$ cat src/rtl/mem_arbiter.sv
// -----------------------------------------------------------------------------
// mem_arbiter
//
// Shares one single-port, fixed-latency SRAM between the instruction-fetch (IF)
// stage and the load/store (MEM) stage of the 5-stage pipeline. One requester
// is granted at a time. The grant is followed by WAIT_CYCLES access cycles and
// then a single DONE cycle in which the owner's ready pulse is raised.
//
// Handshake: a requester raises its request (if_req, or mem_rd_en/mem_wr_en)
// and holds it, with stable address/data, until its ready pulse. The ready
// pulse is high for exactly one cycle, and the matching rdata is valid in that
// cycle. Rdata then holds until the next capture for that requester. Requests
// are sampled only in IDLE. A request seen in ACCESS/DONE waits, and its stall
// stays high until it is served.
//
// Ports
//   clk, rst      rising-edge clock, synchronous active-high reset
//   if_req        IF read request
//   if_addr       IF byte address
//   mem_rd_en     MEM load request
//   mem_wr_en     MEM store request (wins over mem_rd_en)
//   mem_addr      MEM byte address
//   mem_wdata     MEM store data
//   if_rdata      fetched word, valid with if_ready
//   if_ready      one-cycle done pulse for IF
//   mem_rdata     loaded word, valid with mem_ready
//   mem_ready     one-cycle done pulse for MEM
//   if_stall      if_req & ~if_ready
//   mem_stall     (mem_rd_en | mem_wr_en) & ~mem_ready
//   sram_addr     SRAM word address
//   sram_wdata    SRAM write data
//   sram_we_n     SRAM write enable, active-low
//   sram_rdata    SRAM read data, valid in the final ACCESS cycle
//   dbg_state     current FSM state (0 IDLE, 1 ACCESS, 2 DONE)
// -----------------------------------------------------------------------------
module mem_arbiter #(
  parameter int ADDR_W      = 32,
  parameter int DATA_W      = 32,
  parameter int SRAM_AW     = 17,
  parameter int WAIT_CYCLES = 4
) (
  input  logic               clk,
  input  logic               rst,
  input  logic               if_req,
  input  logic [ADDR_W-1:0]  if_addr,
  input  logic               mem_rd_en,
  input  logic               mem_wr_en,
  input  logic [ADDR_W-1:0]  mem_addr,
  input  logic [DATA_W-1:0]  mem_wdata,
  output logic [DATA_W-1:0]  if_rdata,
  output logic               if_ready,
  output logic [DATA_W-1:0]  mem_rdata,
  output logic               mem_ready,
  output logic               if_stall,
  output logic               mem_stall,
  output logic [SRAM_AW-1:0] sram_addr,
  output logic [DATA_W-1:0]  sram_wdata,
  output logic               sram_we_n,
  input  logic [DATA_W-1:0]  sram_rdata,
  output logic [1:0]         dbg_state
);

  typedef enum logic [1:0] {
    IDLE   = 2'd0,
    ACCESS = 2'd1,
    DONE   = 2'd2
  } state_t;

  localparam logic [3:0] CNT_LOAD = 4'(WAIT_CYCLES - 1);

  state_t             state, state_n;
  logic [3:0]         cnt, cnt_n;
  logic               grant;
  logic               capture;

  // Transfer context latched at grant; the requester's inputs are not looked
  // at again until the transfer finishes.
  logic               owner_mem;
  logic               op_wr;
  logic [SRAM_AW-1:0] addr_q;
  logic [DATA_W-1:0]  wdata_q;
  logic [DATA_W-1:0]  if_rdata_q;
  logic [DATA_W-1:0]  mem_rdata_q;

  logic               mem_req;

  // Byte-offset bits and address bits above the SRAM window do not select
  // a word.
  logic unused_addr_bits;
  assign unused_addr_bits = ^{if_addr[1:0], if_addr[ADDR_W-1:SRAM_AW+2],
                              mem_addr[1:0], mem_addr[ADDR_W-1:SRAM_AW+2]};

  assign mem_req = mem_rd_en | mem_wr_en;

  // ---------------------------------------------------------------------------
  // Next-state / control
  // ---------------------------------------------------------------------------
  always_comb begin
    state_n = state;
    cnt_n   = cnt;
    grant   = 1'b0;
    capture = 1'b0;
    case (state)
      IDLE: begin
        if (mem_req || if_req) begin
          grant   = 1'b1;
          cnt_n   = CNT_LOAD;
          state_n = ACCESS;
        end
      end
      ACCESS: begin
        if (cnt == 4'd0) begin
          capture = 1'b1;
          state_n = DONE;
        end else begin
          cnt_n = cnt - 4'd1;
        end
      end
      DONE: begin
        // The mandatory return to IDLE leaves one idle cycle between grants.
        state_n = IDLE;
      end
      default: begin
        state_n = IDLE;
        cnt_n   = 4'd0;
      end
    endcase
  end

  // ---------------------------------------------------------------------------
  // State and datapath registers
  // ---------------------------------------------------------------------------
  always_ff @(posedge clk) begin
    if (rst) begin
      state       <= IDLE;
      cnt         <= 4'd0;
      owner_mem   <= 1'b0;
      op_wr       <= 1'b0;
      addr_q      <= '0;
      wdata_q     <= '0;
      if_rdata_q  <= '0;
      mem_rdata_q <= '0;
    end else begin
      state <= state_n;
      cnt   <= cnt_n;
      if (grant) begin
        // MEM has fixed priority. Its instruction is older in the pipe. A
        // simultaneous read+write is a store.
        owner_mem <= mem_req;
        op_wr     <= mem_req & mem_wr_en;
        addr_q    <= mem_req ? mem_addr[SRAM_AW+1:2] : if_addr[SRAM_AW+1:2];
        wdata_q   <= mem_wdata;
      end
      if (capture) begin
        if (!owner_mem) begin
          if_rdata_q <= sram_rdata;
        end else if (!op_wr) begin
          mem_rdata_q <= sram_rdata;
        end
      end
    end
  end

  // ---------------------------------------------------------------------------
  // Outputs
  // ---------------------------------------------------------------------------
  assign if_ready   = (state == DONE) && !owner_mem;
  assign mem_ready  = (state == DONE) &&  owner_mem;
  assign if_rdata   = if_rdata_q;
  assign mem_rdata  = mem_rdata_q;

  assign if_stall   = if_req  & ~if_ready;
  assign mem_stall  = mem_req & ~mem_ready;

  // Write strobe is derived from state. A reset therefore releases it at the
  // same edge that returns the FSM to IDLE.
  assign sram_we_n  = !((state == ACCESS) && op_wr);
  assign sram_addr  = addr_q;
  assign sram_wdata = wdata_q;

  assign dbg_state  = state;

endmodule

$ cat config.mk
export PLATFORM = sky130hd
export DESIGN_NAME = mem_arbiter
export DESIGN_NICKNAME = d
export VERILOG_FILES = /design/src/rtl/mem_arbiter.sv
export SDC_FILE = /design/constraint.sdc
export NUM_CORES = 1
export LEC_CHECK = 0
export CAP_MARGIN = 5
export CORE_ASPECT_RATIO = 1.25
export CORE_MARGIN = 2
export CORE_UTILIZATION = 38
export CTS_BUF_LIST = sky130_fd_sc_hd__clkbuf_16
export DETAILED_ROUTE_END_ITERATION = 10
export PLACE_DENSITY = 0.79
export SLEW_MARGIN = 5
export SYNTH_ARGS = -nofsm -noshare
export SYNTH_HDL_FRONTEND = slang
export SYNTH_SLANG_ARGS = --single-unit
$ cat constraint.sdc
create_clock -name clk -period 2.2 [get_ports clk]
set_input_delay 0.22 -clock clk [delete_from_list [all_inputs] [get_ports clk]]
set_output_delay 0.22 -clock clk [all_outputs]
set_load 0.1 [all_outputs]
==> flow_summary.ini <==
[final_layout]
area_growth_pct = 61.9
multi_input_comb_area_sq_um = 1920
diodes = 0
fin_util = 0.630
design_area_sq_um = 7290
seq_area_sq_um = 2420
layout_commonest_cell = nand2_1
final_nets = 920
layout-drive-gt1-share = 0.215
n_fill_cell = 988
instances_no_fill = 937
layout_common_cells = 219 x nand2_1, 125 x buf_4, 119 x dfxtp_1

[synthesis]
synth.distinct_cells = 29
yosysSeqAreaShare = 0.538
synth_top_area_cell = dfxtp_1
synth_cells = 576
ys_warn_count = 0
syn-cell-area_sq_um = 4500
yosys-top-cells-area = dfxtp_1 54%, nand2_1 18%, a21oi_1 11%
synth-seq-cells = 121
syn-mean-instance-area_sq_um = 7.82
syn-num-nets = 710
yosys.area.top_type_share = 0.538

[timing]
fin_ws_ps = 230
fin_worst_skew_ps = 8.27
whs_ps = 298
fin_tns_setup_ps = 0
max_freq_mhz = 508
worstMarginPinSlew_ps = 588
fin_crit_sh = 0.896
rsz0062_at_grt = no
maxSlewViolCount = 0
setup_violations = 0
hold_viol = 0
relSlewSlack = 0.607
min_period_ps = 1970

[cts]
post_cts_resized = 0
clock-sinks = 121
ctsHoldBuffers = 0
clkTransAtPathRegs_ps = 60
cts_buffers = 17
clk_path_buf_depth = 2
htree_levels = 4
post_cts_buffers = 0
tritoncts = yes
clk_latency_ps = 400
cts_root_buf = clkbuf_16

[floorplanning]
die_w_um = 101
die_area_sq_um = 12700
fp-row-count = 44
initial_core_util = 0.389
pin_count = 253
die_h_um = 126
coreArea_sq_um = 11600

[global_route]
grt_use_total = 0.204
grt_max_degree = 76
grt_pass1_wl_um = 21000
antenna_found_initial = 0
grt_pass1_vias = 4504
overflow = 0

[place]
pre_cts_slack_ps = 246
port_buffers = 222
dpl.hpwl_um = 9260
placed_cell_area_sq_um = 6640
dp.cells = 905
gp_congestion = 0.788

[detailed_routing]
remaining_drc_errors = 0
first_pass_iters = 4
wire_per_inst_um = 14.2
wl_um = 13300
antenna_left = 0
num_vias = 4667
drt_iter0_markers = 168
avgViaCountPerCell = 4.98

[pwr]
ir_drop_mv = 0.652
p_leak_nw = 2.95
switchingPower_mw = 3.31
p_comb_frac = 0.341
cellPowerDensity_nw_per_um2 = 1160
power_frac_clock = 0.356
sequentialPowerShare = 0.304
internal_power_mw = 5.15
total_power_mw = 8.46
switching_share = 0.391

[critical_path]
cp_max_fo = 32
worstPathRequired_ps = 2470
cp.arrival_ps = 2240
end_kind = register
path_class = reg -> reg
startpoint_type = register

[min_path]
hold_class = in -> reg

[run]
cap_violations = 0

[status]
status = finished, final reports clean
worst max-delay path, stage by stage, from the launching register on:
cell and delay [ps]:
dfxtp_1 320, inv_1 80, ha_1 200, or3b_1 370, or4_1 410, buf_4 260, nand2_1 120, a21oi_1 70
metal layers:
layer / track usage / vias up / part of all wire
li1: - / 2332 / -
met1: 0.228 / 2131 / 0.38
met2: 0.358 / 176 / 0.52
met3: 0.0566 / 28 / 0.073
met4: 0.0906 / 0 / 0.026
met5: 0 / - / 0
kinds of logic (layout without fill, tap and decap cells):
logic type                 count (synthesis)  in the layout  share of synthesized area
AOI/OAI and AO/OA                        141            141                      0.174
DFF                                      121            121                      0.538
and+or+nand+nor                          266            266                      0.237
muxes                                      1              1                    0.00222
adders and majority gates                  1              1                    0.00278
buffers and inverters                     46            269                     0.0464
sequential cells by signal, indices dropped and copies added, names as in the netlist:
register / cells
if_rdata: 32
mem_rdata: 32
sram_wdata: 32
sram_addr: 17
cnt: 4
dbg_state: 2
op_wr: 1
owner_mem: 1
power by group through the flow:
stage	registers (mW)	logic, mW	clock network, mW
final	2.57	2.88	3.01
after floorplan	4.06	0.664	0
after detailed placement	2.61	2.89	0
after global routing	2.60	3.02	3.15
after global placement	2.60	2.85	0
after CTS	2.57	2.90	3.05
synth_stat cells:
cell      instances
a211oi_1          2
nor4_2            1
or3_1             2
nand3_1           1
clkbuf_1         27
nor3_1            4
a21o_1            1
a21oi_1         100
nor4_1            1
a311oi_1         18
buf_1             2
buf_2            11
nor2b_1           4
nor3b_1           1
buf_6             3
o21ai_0          19
nor2_1           25
nand4b_1          1
and2_1            1
dfxtp_1         121
or4_1             1
nand2b_1          3
or3b_1            1
nor3_2            1
ha_1              1
inv_1             3
mux2i_1           1
nand2_1         219
o31ai_1           1
path summary, 6_finish.rpt:
path                     start        endpoint  slack [ps]  cells past startpoint
setup / recovery        cnt[1]   mem_rdata[25]         230                      7
setup reg to reg        cnt[1]   mem_rdata[25]         230                      7
hold reg to reg   if_rdata[28]    if_rdata[28]         450                      2
hold / removal             rst  sram_wdata[12]         300                      2
final cells by class:
cell class | count | area share
clock buffers | 17 | 0.0584
multi-input cells | 409 | 0.264
well taps | 138 | 0.0237
inverters | 3 | 0.00155
repair buffers | 234 | 0.289
clock inverters | 15 | 0.0306
flip-flops and latches | 121 | 0.333
Power figures use the tool's default switching activity.
